<file path="src/rtl/div_pkg.sv">
// Shared types and sizing for the signed restoring divider.
package div_pkg;

   typedef enum logic [1:0] {
      IDLE,
      ITER,
      FIX,
      DONE
   } divState_t;

   localparam int DEF_WIDTH = 32;
   localparam int CNT_W     = $clog2(DEF_WIDTH);

endpackage

</file>
<file path="src/rtl/div_step.sv">
// One restoring shift-subtract iteration on magnitudes.
module div_step
   import div_pkg::*;
#(
   parameter int WIDTH = DEF_WIDTH
) (
   input  logic [WIDTH-1:0] remIn,
   input  logic             inBit,
   input  logic [WIDTH-1:0] divisor,
   output logic [WIDTH-1:0] remOut,
   output logic             qBit
);

   logic [WIDTH:0] shifted;
   logic [WIDTH:0] diff;

   // remIn < divisor <= 2^(WIDTH-1), so bit WIDTH of diff is its sign
   always_comb begin
      shifted = {remIn, inBit};
      diff    = shifted - {1'b0, divisor};
      qBit    = ~diff[WIDTH];
      remOut  = qBit ? diff[WIDTH-1:0] : shifted[WIDTH-1:0];
   end

endmodule

</file>
<file path="src/rtl/div_integrated.sv">
// Signed 2W/W restoring divider with divide-by-zero and overflow flags.
module div_integrated
   import div_pkg::*;
#(
   parameter int WIDTH = DEF_WIDTH
) (
   input  logic                 clk,
   input  logic                 reset,
   input  logic                 start,
   input  logic [2*WIDTH-1:0]   Dividend,
   input  logic [WIDTH-1:0]     Divisor,
   output logic                 busy,
   output logic                 done,
   output logic [WIDTH-1:0]     Quotient,
   output logic [WIDTH-1:0]     Remainder,
   output logic                 divByZero,
   output logic                 overflow
);

   localparam int CW = $clog2(WIDTH);
   localparam logic [CW-1:0] LAST = CW'(WIDTH - 1);
   localparam logic [WIDTH-1:0] NEG_LIM = {1'b1, {(WIDTH-1){1'b0}}};

   divState_t state;
   divState_t nextState;

   logic [CW-1:0]      cnt;
   logic [WIDTH-1:0]   divReg;
   logic [WIDTH-1:0]   remReg;
   logic [WIDTH-1:0]   quoReg;
   logic [WIDTH-1:0]   stepRem;
   logic               stepBit;
   logic               signQ;
   logic               signR;
   logic               preDbz;
   logic               preOvf;
   logic               fault;
   logic               fixOvf;
   logic [2*WIDTH-1:0] dendMag;
   logic [WIDTH-1:0]   dsorMag;

   assign dendMag = Dividend[2*WIDTH-1] ? -Dividend : Dividend;
   assign dsorMag = Divisor[WIDTH-1] ? -Divisor : Divisor;
   assign fault   = preDbz | preOvf;
   // negative results may reach -2^(WIDTH-1), positive ones may not
   assign fixOvf  = signQ ? (quoReg > NEG_LIM) : quoReg[WIDTH-1];
   assign busy    = (state == ITER) || (state == FIX);
   assign done    = (state == DONE);

   div_step #(
      .WIDTH(WIDTH)
   ) u_step (
      .remIn  (remReg),
      .inBit  (quoReg[WIDTH-1]),
      .divisor(divReg),
      .remOut (stepRem),
      .qBit   (stepBit)
   );

   always_ff @(posedge clk or posedge reset) begin
      if (reset) state <= IDLE;
      else       state <= nextState;
   end

   always_comb begin
      nextState = state;
      unique case (state)
         IDLE: if (start) nextState = ITER;
         ITER: begin
            if (fault)            nextState = DONE;
            else if (cnt == LAST) nextState = FIX;
         end
         FIX:  nextState = DONE;
         DONE: nextState = IDLE;
         default: nextState = IDLE;
      endcase
   end

   always_ff @(posedge clk or posedge reset) begin
      if (reset) begin
         cnt       <= '0;
         divReg    <= '0;
         remReg    <= '0;
         quoReg    <= '0;
         signQ     <= 1'b0;
         signR     <= 1'b0;
         preDbz    <= 1'b0;
         preOvf    <= 1'b0;
         Quotient  <= '0;
         Remainder <= '0;
         divByZero <= 1'b0;
         overflow  <= 1'b0;
      end else if (state == IDLE) begin
         if (start) begin
            cnt    <= '0;
            divReg <= dsorMag;
            remReg <= dendMag[2*WIDTH-1:WIDTH];
            quoReg <= dendMag[WIDTH-1:0];
            signQ  <= Dividend[2*WIDTH-1] ^ Divisor[WIDTH-1];
            signR  <= Dividend[2*WIDTH-1];
            preDbz <= (Divisor == '0);
            preOvf <= (Divisor != '0) &&
                      (dendMag[2*WIDTH-1:WIDTH] >= dsorMag);
         end
      end else if (state == ITER) begin
         if (fault) begin
            Quotient  <= '0;
            Remainder <= '0;
            divByZero <= preDbz;
            overflow  <= preOvf;
         end else begin
            remReg <= stepRem;
            quoReg <= {quoReg[WIDTH-2:0], stepBit};
            cnt    <= cnt + CW'(1);
         end
      end else if (state == FIX) begin
         divByZero <= 1'b0;
         overflow  <= fixOvf;
         Quotient  <= fixOvf ? '0 : (signQ ? -quoReg : quoReg);
         Remainder <= fixOvf ? '0 : (signR ? -remReg : remReg);
      end
   end

endmodule

</file>
<file path="config.mk">
export PLATFORM = sky130hd
export DESIGN_NAME = div_integrated
export DESIGN_NICKNAME = d
export VERILOG_FILES = /design/src/rtl/div_pkg.sv /design/src/rtl/div_step.sv /design/src/rtl/div_integrated.sv
export SDC_FILE = /design/constraint.sdc
export NUM_CORES = 1
export LEC_CHECK = 0
export BUFFER_PORTS_ARGS = -buffer_cell sky130_fd_sc_hd__buf_2
export CAP_MARGIN = 20
export CORE_UTILIZATION = 45
export CTS_BUF_LIST = sky130_fd_sc_hd__clkbuf_4 sky130_fd_sc_hd__clkbuf_8
export DETAILED_ROUTE_END_ITERATION = 10
export SLEW_MARGIN = 20
export SYNTH_ARGS = -nofsm -noshare
export SYNTH_HDL_FRONTEND = slang
export SYNTH_HIERARCHICAL = 1
export SYNTH_SLANG_ARGS = --single-unit
</file>
<file path="constraint.sdc">
create_clock -name clk -period 17.1 [get_ports clk]
set_input_delay 2.565 -clock clk [delete_from_list [all_inputs] [get_ports clk]]
set_output_delay 2.565 -clock clk [all_outputs]
set_load 0.005 [all_outputs]
</file>
Word level (Yosys, flattened, before mapping)

Cells that the tools add are included.

Logic and storage cells: 79
Flip-flop bits (word level): 173
Output and inout port bits: 68
Bits of input ports: 99

$lt $le $gt $ge: 2
Equality and inequality tests: 8
Muxes and demuxes: 35
Bitwise operators: 4
$add $sub $neg: 6
Reductions and logical operators: 11

Operator list:

| operator               | count |
|---|---|
| $mux W32               | 19 |
| $neg A32 Y32           | 3 |
| $mux W64               | 1 |
| $neg A64 Y64           | 1 |
| $sub A33 B32 Y33       | 1 |
| $ge A32 B32 Y1         | 1 |
| $gt A32 B32 Y1 const B | 1 |
| $logic_not A32 Y1      | 1 |
| $reduce_bool A32 Y1    | 1 |
| $mux W5                | 4 |
| $pmux W2 S4            | 1 |
| $mux W1                | 7 |
| $mux W2                | 3 |
| $reduce_and A3 Y1      | 2 |
| $add A5 B1 Y5 const B  | 1 |
| $eq A5 B5 Y1 const B   | 1 |
| $eq A2 B2 Y1 const B   | 2 |
| $ne A2 B2 Y1 const B   | 2 |
| $reduce_and A2 Y1      | 2 |
| $reduce_bool A2 Y1     | 2 |
| $ne A3 B3 Y1 const B   | 1 |
| $eq A2 B1 Y1 const B   | 1 |
| $logic_not A2 Y1       | 1 |
| $ne A2 B1 Y1 const B   | 1 |
| 5 further kinds        | 6 |

Longest topological paths before layout

Gate-level depths: netlist of run 1.

Depth in word-level cells: 5
Mapped depth: 19
Gate-level depth less buffers: 17

Modules after synthesis

Netlist of run 1, hierarchy kept.

By module, submodules not included:

| module         | times used | area each (um^2) | seq. area each (um^2) | cells each |
|---|---|---|---|---|
| div_integrated | 1          | 11232.0          | 4329.2                | 1300 |
| div_step       | 1          | 2358.5           | 0.0                   | 305 |

Least setup slack after synthesis of run 1

Ideal clock, no wire load.

Path kind: input to register
From: input port Dividend[16]
To: register preOvf
Path buffers: 3
Slack: 10.834 ns
Setup time: 0.126 ns
Arrival time: 6.140 ns
Data required time: 16.974 ns
Stages on the path: 15
Cells stage by stage: or4_1 or4_4 buf_6 or3_4 buf_6 clkbuf_1 o41ai_2 xnor2_1 ha_1 and4_1 a221o_1 a31oi_1 o211ai_1 o21ai_0 a21oi_1

Word-level cells in the longest chain between the ends: 4

Ends and longest elaborated chain:

| what                   | RTL line              | source |
|---|---|---|
| start: declaration     | div_integrated.sv:10  | `input logic [2*WIDTH-1:0] Dividend,` |
| $neg A64 Y64           | div_integrated.sv:42  | `assign dendMag = Dividend[2*WIDTH-1] ? -Dividend : Dividend;` |
| $mux W64               | div_integrated.sv:42  |  |
| $ge A32 B32 Y1         | div_integrated.sv:103 | `(dendMag[2*WIDTH-1:WIDTH] >= dsorMag);` |
| $logic_and A1 B1 Y1    | div_integrated.sv:102 | `preOvf <= (Divisor != '0) &&` |
| end signal: assignment | div_integrated.sv:102 |  |
| end: declaration       | div_integrated.sv:36  | `logic preOvf;` |

No other way between the ends.
A chain may end at the register's enable or synchronous reset.

Worst setup path after layout of run 1

From: input port Dividend[14]
To: register preOvf

Same word-level chain as after synthesis.

==> results of run 1 <==
## through the flow
stage / power (mW) / hold WS [ns] / utilization
after floorplan: 2.21 / 0.450 / -
after global placement: 2.65 / 0.457 / 0.493
after detailed placement: 2.66 / 0.465 / 0.493
after CTS: 3.00 / 0.487 / 0.509
after global routing: 3.26 / 0.495 / 0.509
final: 3.01 / 0.478 / 0.509
## final timing paths
path                                  to  cells past startpoint          start
max in group asynchronous     remReg[25]                      3          reset
hold / removal             Remainder[10]                      2  Remainder[10]
hold reg to reg            Remainder[10]                      2  Remainder[10]
setup / recovery                  preOvf                     14   Dividend[14]
min in group asynchronous   Quotient[15]                      2          reset
setup reg to reg               remReg[7]                     16     quoReg[31]
## cell type report
class                      instances  area [um2]  area share
sequential                       173        4330       0.287
clock inverter                    12         176      0.0117
multi-input combinational       1288        8640       0.573
inverter                          59         236      0.0157
timing repair buffer             181         943      0.0626
clock buffer                      20         269      0.0178
tap                              390         488      0.0324
## critical path, cell delays in order
cell,delay (ns)
sky130_fd_sc_hd__buf_2,0.13
sky130_fd_sc_hd__or4_1,0.62
sky130_fd_sc_hd__or4_4,0.58
sky130_fd_sc_hd__or3_4,0.53
sky130_fd_sc_hd__or3_1,0.45
sky130_fd_sc_hd__o21ai_0,0.29
sky130_fd_sc_hd__xnor2_1,0.11
sky130_fd_sc_hd__ha_1,0.30
sky130_fd_sc_hd__nand2_1,0.09
sky130_fd_sc_hd__nor4_1,0.42
sky130_fd_sc_hd__a221oi_1,0.14
sky130_fd_sc_hd__a21oi_1,0.17
sky130_fd_sc_hd__nor2_1,0.06
sky130_fd_sc_hd__a21oi_1,0.17
## layout by cell type, fill, tap and decap left out, types with 19 or more instances in the layout
cell,count
sky130_fd_sc_hd__buf_2,166
sky130_fd_sc_hd__nor2_1,51
sky130_fd_sc_hd__mux2_4,20
sky130_fd_sc_hd__a21o_1,37
sky130_fd_sc_hd__or4_1,19
sky130_fd_sc_hd__xor2_1,121
sky130_fd_sc_hd__nand2_1,242
sky130_fd_sc_hd__nand3_1,30
sky130_fd_sc_hd__nor3_1,22
sky130_fd_sc_hd__inv_1,56
sky130_fd_sc_hd__dfrtp_1,173
sky130_fd_sc_hd__nor4_1,22
sky130_fd_sc_hd__o41ai_1,21
sky130_fd_sc_hd__a21oi_1,85
sky130_fd_sc_hd__ha_1,73
sky130_fd_sc_hd__clkbuf_8,19
sky130_fd_sc_hd__o31ai_1,48
sky130_fd_sc_hd__o21ai_0,191
sky130_fd_sc_hd__nand4_1,20
sky130_fd_sc_hd__or3_1,29
sky130_fd_sc_hd__xnor2_1,53
## logic make-up (layout without fill, tap and decap cells)
logic type	Yosys count	after routing
buf+inv	144	272
simple gates	508	508
flops	173	173
mux	42	42
compound gates	490	490
xor+xnor	174	174
fa+ha+maj	74	74
## where the power goes
part           total, mW  leakage [nW]  internal, mW  switching (mW)
clock              0.329         0.219         0.158           0.171
sequential         0.840          2.19         0.583           0.257
combinational       1.85          4.47         0.810            1.04
total               3.01          6.88          1.55            1.46
## routing by layer
layer  vias up  routed length (um)  track usage
met4         0                 444       0.0576
met3        29                3440       0.0377
li1       6070                   -            -
met2       529               17100        0.378
met5         -                   0            0
met1      6027               21800        0.451
## flip-flops by register name, indices dropped and copies added (netlist names), 2 cells and up
name and count:
state 2, remReg 32, Remainder 32, cnt 5, quoReg 32, Quotient 32, divReg 32
==> PnR_summary.wiki, run 1 <==
{| class="wikitable"
! Metric !! Value
|-
| FFs w/ async S/R, synth || 1.00
|-
| CTS sink cnt || 173
|-
| Critical setup path kind || input pin to flop
|-
| Worst-case setup slack after placement || 10.45 ns
|-
| Worst IR Drop VDD || 0.114 mV
|-
| Worst hold path class || flop to flop
|-
| Iteration count of the initial detailed-routing pass || 6
|-
| Gate Count Post-Synth || roughly 1600
|-
| Initial Util || 0.459
|-
| Die width || 176 um
|-
| Syn Nets || 1778
|-
| Final count of negative-setup-slack endpoints || 0
|-
| EDFF count, synth || 0
|-
| Largest cells by area after synthesis || sky130_fd_sc_hd__dfrtp_1 32%, sky130_fd_sc_hd__xor2_1 7.8%, sky130_fd_sc_hd__o21ai_0 7.0%
|-
| Leak Pwr || 6.88 nW
|-
| Top cell type's share of synthesized area || 0.319
|-
| Cell area after placement || 14600 um2
|-
| Ant diodes || 0
|-
| Highest attainable clock frequency || 161 MHz
|-
| Post-Route WL || 42800 um
|-
| Fraction of layout instances using a drive strength above 1 || 0.159
|-
| GRT Overall Usage || 0.277
|-
| Critical path required time || 17.50 ns
|-
| Buffer type at the clock tree root || sky130_fd_sc_hd__clkbuf_8
|-
| Fillcell total || approximately 3000
|-
| Element type at the critical path end || flop
|-
| TritonCTS clock tree || done
|-
| Synthesized flop and latch total || 173
|-
| Sum of negative setup slack || 0 ns
|-
| Post-synthesis adder-cell area fraction || 0.0687
|-
| CTS clock-pin slew for the worst setup and hold paths || 0.09 ns
|-
| Worst skew pair latency || 0.49 ns
|-
| Drt drc || 0
|-
| Final Hold Fails || 0
|-
| Power density over the cells || 200 nW/um2
|-
| Syn Std Cell Area || around 14000 um2
|-
| Congestion Overflow GR || 0
|-
| Wire length of the first global-routing pass || 66200 um
|-
| Die Ht || ~180 um
|-
| Buffers added on ports || 166
|-
| XOR/XNOR share of the synthesized area || 0.112
|-
| Clock period minus final worst setup slack || 6.22 ns
|-
| Final instance area || 15100 um2
|-
| Dominant combinational cell family by area after synthesis || compound AO/OA/AOI/OAI gates
|-
| Top cell types by occurrence after synthesis || 244 x sky130_fd_sc_hd__nand2_1, 191 x sky130_fd_sc_hd__o21ai_0, 173 x sky130_fd_sc_hd__dfrtp_1
|-
| Post-cts repair resize count || 0
|-
| Ratio of routed vias to standard cells || 5.96
|-
| Distinct cells, synth || 88
|-
| Worst Tran Pin Value || 0.967 ns
|-
| GPL Wtd Cong || 0.941
|-
| Layout overhead on the synthesized area || 11.0%
|-
| CP max FO || 15
|-
| Core Area || 29600 um2
|-
| Mean instance size in the synthesized netlist || 8.47 um2
|-
| Half-perimeter wire length after placement || 32400 um
|-
| # hold bufs at CTS || 0
|-
| Vias in the first global route || 11515
|-
| Library cell with the highest instance count after synthesis || sky130_fd_sc_hd__nand2_1
|-
| Total clock buffers created by CTS || 17
|-
| Violation count after the first detailed-route iteration || 1366
|-
| Floorplan row count || 63
|-
| Fin Clk Skew || ~0.026 ns
|-
| Buffers inserted during post-CTS setup optimization || 0
|-
| Via count || 12655
|-
| Worst setup slack after layout || 10.88 ns
|-
| Most instantiated flip-flop cell in the synthesis netlist || sky130_fd_sc_hd__dfrtp_1
|-
| Slew margin rel. || 0.356
|-
| H-Tree Level Count || 4
|-
| Share of synthesized area occupied by flip-flops and latches || 0.319
|-
| Setup repair after global routing missed its margin || false
|-
| Ratio of final minimum period to clock period || 0.364
|-
| Startpoint types || input pin
|-
| Maximum number of pins on one net before global-route repair || 117
|-
| Proportion of synthesized area in mux cells || 0.0396
|-
| Synthesized-area fraction occupied by and/or/nand/nor cells || 0.182
|-
| Avg WL per Cell || 20.2 um
|-
| Count of nets after finishing || approximately 1900
|-
| Data arrival time of the worst path || 6.62 ns
|-
| Reg-to-reg slack, setup || 12.59 ns
|-
| Synth Area in Compound Gates || 0.231
|-
| I/O Pins || 167
|-
| Maximum number of buffers from clock root to sink || 2
|-
| Max Slew Vio Count || 0
|-
| Result of the run || complete, no violations
|-
| Initial antenna violation count || 0
|-
| Synth Warn # || 6
|-
| Remaining number of nets flagged by the antenna check after routing || 0
|-
| Placed Cells || roughly 2100
|-
| Max-capacitance violation count || 0
|-
| Cell type with the highest aggregate area in the netlist || sky130_fd_sc_hd__dfrtp_1
|-
| Non-filler cells, final || 2123
|-
| Area of the die || between 30000 and 40000 um2
|}
(Power assumes the default switching activity.)
==> run 2, diff against run 1 <==
==> constraint.sdc (replaced) <==
create_clock -name clk -period 6.1 [get_ports clk]
set_input_delay 0.915 -clock clk [delete_from_list [all_inputs] [get_ports clk]]
set_output_delay 0.915 -clock clk [all_outputs]
set_load 0.005 [all_outputs]
==> PnR_summary.wiki, run 2 (synthesis gave the netlist of run 1 again) <==
{| class="wikitable"
! Metric !! Value
|-
| Floorplan row count || 63 (unchanged)
|-
| Placed Cells || 2090 (unchanged)
|-
| Die width || 176 um (unchanged)
|-
| Worst flop-to-flop path endpoint || remReg[7]
|-
| CTS clock-pin slew for the worst setup and hold paths || 0.10 ns (about the same)
|-
| Max-capacitance violation count || 0 (unchanged)
|-
| Ratio of routed vias to standard cells || 5.93 (-0.50%)
|-
| Half-perimeter wire length after placement || 32300 um (-0.30%)
|-
| Post-Route WL || 42500 um (-0.85%)
|-
| TritonCTS clock tree || done
|-
| Commonest non-fill, non-tap cell in the layout || sky130_fd_sc_hd__nand2_1
|-
| Cell area after placement || 14600 um2 (unchanged)
|-
| Highest attainable clock frequency || approximately 220 MHz
|-
| Fin Clk Skew || 0.0293 ns (+0.00301 ns)
|-
| Iteration count of the initial detailed-routing pass || 7 (+1)
|-
| Total clock buffers created by CTS || 17 (unchanged)
|-
| Slew margin rel. || 0.280 (-0.0752)
|-
| Reg2Reg Depth || 16 (unchanged)
|-
| Element type at the critical path end || flop
|-
| Buffers inserted during post-CTS setup optimization || 0 (unchanged)
|-
| Final Hold Fails || 0 (unchanged)
|-
| Worst Tran Pin Value || 1.08 ns (+0.109 ns)
|-
| Result of the run || complete, no violations
|-
| Worst hold path class || flop to flop
|-
| Worst setup path endpoint || preOvf
|-
| Remaining number of nets flagged by the antenna check after routing || 0 (unchanged)
|-
| H-Tree Level Count || 4 (unchanged)
|-
| Power density over the cells || 562 nW/um2 (+180%)
|-
| Critical setup path kind || input pin to flop
|-
| Max Slew Vio Count || 0 (unchanged)
|-
| CTS sink cnt || 173 (unchanged)
|-
| Setup repair after global routing missed its margin || false
|-
| Area of the die || 30900 um2 (unchanged)
|-
| # hold bufs at CTS || 0 (unchanged)
|-
| Count of nets after finishing || 1892 (-0.053%)
|-
| Drt drc || 0 (unchanged)
|-
| Layout overhead on the synthesized area || 10.9% (about the same)
|-
| CP max FO || 15 (unchanged)
|-
| Critical path required time || 6.51 ns (-10.99 ns)
|-
| Final instance area || 15100 um2 (about the same)
|-
| Leading cell types in the layout, fill and taps excluded || 242 x sky130_fd_sc_hd__nand2_1, 191 x sky130_fd_sc_hd__o21ai_0, 173 x sky130_fd_sc_hd__dfrtp_1
|-
| Leak Pwr || 6.87 nW (-0.11%)
|-
| Violation count after the first detailed-route iteration || 1246 (-8.8%)
|-
| GRT Overall Usage || 0.277 (about the same)
|-
| Initial antenna violation count || 0 (unchanged)
|-
| Share of the core filled with cells in the final layout || 0.508 (about the same)
|-
| Sum of negative setup slack || 0 ns (unchanged)
|-
| Ratio of final minimum period to clock period || 0.746
|-
| Initial Util || 0.459 (unchanged)
|-
| GPL Wtd Cong || 0.899 (-4.5%)
|-
| Data arrival time of the worst path || 4.95 ns (-1.67 ns)
|-
| Core Area || 29600 um2 (unchanged)
|-
| Worst setup startpoint || Dividend[16]
|-
| Via count || 12586 (-0.55%)
|-
| Wire length of the first global-routing pass || 66300 um (+0.19%)
|-
| Startpoint types || input pin
|-
| Worst skew pair latency || 0.49 ns (about the same)
|-
| Ant diodes || 0 (unchanged)
|-
| Reg-to-reg slack, setup || 1.70 ns (-10.89 ns)
|-
| I/O Pins || 167 (unchanged)
|-
| Buffer type at the clock tree root || sky130_fd_sc_hd__clkbuf_8
|-
| Vias in the first global route || 11456 (-0.51%)
|-
| Reg2reg start || quoReg[31]
|-
| Maximum number of buffers from clock root to sink || 2 (unchanged)
|-
| Clock period minus final worst setup slack || roughly 4.5 ns
|-
| Non-filler cells, final || 2122 (-0.047%)
|-
| Post-cts repair resize count || 0 (unchanged)
|-
| Congestion Overflow GR || 0 (unchanged)
|-
| Maximum number of pins on one net before global-route repair || 101 (-14%)
|-
| Fraction of layout instances using a drive strength above 1 || 0.159 (-0.000485)
|-
| Worst IR Drop VDD || 0.388 mV (+240%)
|-
| Final count of negative-setup-slack endpoints || 0 (unchanged)
|-
| Avg WL per Cell || 20.0 um (-0.80%)
|-
| Die Ht || 176 um (unchanged)
|-
| Buffers added on ports || 166 (unchanged)
|}
[run 2: changes by cell type in the layout (fill, tap and decap cells not counted)]
cell,before,now
sky130_fd_sc_hd__clkinv_4,2,1
sky130_fd_sc_hd__inv_6,3,4
sky130_fd_sc_hd__clkbuf_8,19,18
sky130_fd_sc_hd__buf_4,15,14
sky130_fd_sc_hd__clkbuf_4,1,2
[run 2: routing by layer]
metal	wire (um)	track usage	share of wire	up-vias
met5	0	0	0	-
met4	463	0.0525	0.011	0
met3	3450	0.0524	0.081	33
met2	17100	0.379	0.40	459
met1	21400	0.443	0.50	6033
li1	-	-	-	6061
[run 2: worst max-delay path: stages]
cell	delay (ns)
sky130_fd_sc_hd__buf_2	0.11
sky130_fd_sc_hd__or4_1	0.62
sky130_fd_sc_hd__or4_4	0.57
sky130_fd_sc_hd__or3_4	0.53
sky130_fd_sc_hd__or3_1	0.45
sky130_fd_sc_hd__o21ai_0	0.28
sky130_fd_sc_hd__xnor2_1	0.11
sky130_fd_sc_hd__ha_1	0.30
sky130_fd_sc_hd__nand2_1	0.08
sky130_fd_sc_hd__nor4_1	0.40
sky130_fd_sc_hd__a221oi_1	0.14
sky130_fd_sc_hd__a21oi_1	0.19
sky130_fd_sc_hd__nor2_1	0.06
sky130_fd_sc_hd__a21oi_1	0.17
[run 2: how the worst min path moves through the flow]
| stage | from | to | slack, ns | cells after the start |
|---|---|---|---|---|
| after CTS | Quotient[7] | Quotient[7] | 0.49 | 2 |
| after detailed placement | Quotient[14] | Quotient[14] | 0.46 | 2 |
| after floorplan | divReg[10] | divReg[10] | 0.45 | 2 |
| after global placement | Remainder[9] | Remainder[9] | 0.46 | 2 |
| after global routing | Remainder[24] | Remainder[24] | 0.50 | 2 |
| final | Remainder[23] | Remainder[23] | 0.48 | 2 |
[run 2: cell type report]
class                   instances  area (um2)
clock buffers                  20         263
clock inverters                12         179
fillers                      2934       14600
inverters                      59         234
multi-input cells            1288        8640
flip-flops and latches        173        4330
well taps                     390         488
repair buffers                180         936
[run 2: power breakdown]
| part | total [mW] | internal (mW) | switching, mW |
|---|---|---|---|
| clock network | 0.921 | 0.439 | 0.482 |
| logic | 5.19 | 2.27 | 2.92 |
| registers | 2.35 | 1.63 | 0.722 |
| total | 8.47 | 4.35 | 4.12 |
[run 2: metrics by stage]
stage	hold WS [ns]	setup slack [ns]	power, mW
after global routing	0.500	1.25	9.16
final	0.480	1.55	8.47
after global placement	0.456	1.16	7.40
after detailed placement	0.465	1.09	7.45
after floorplan	0.450	0.497	6.20
after CTS	0.488	1.60	8.41
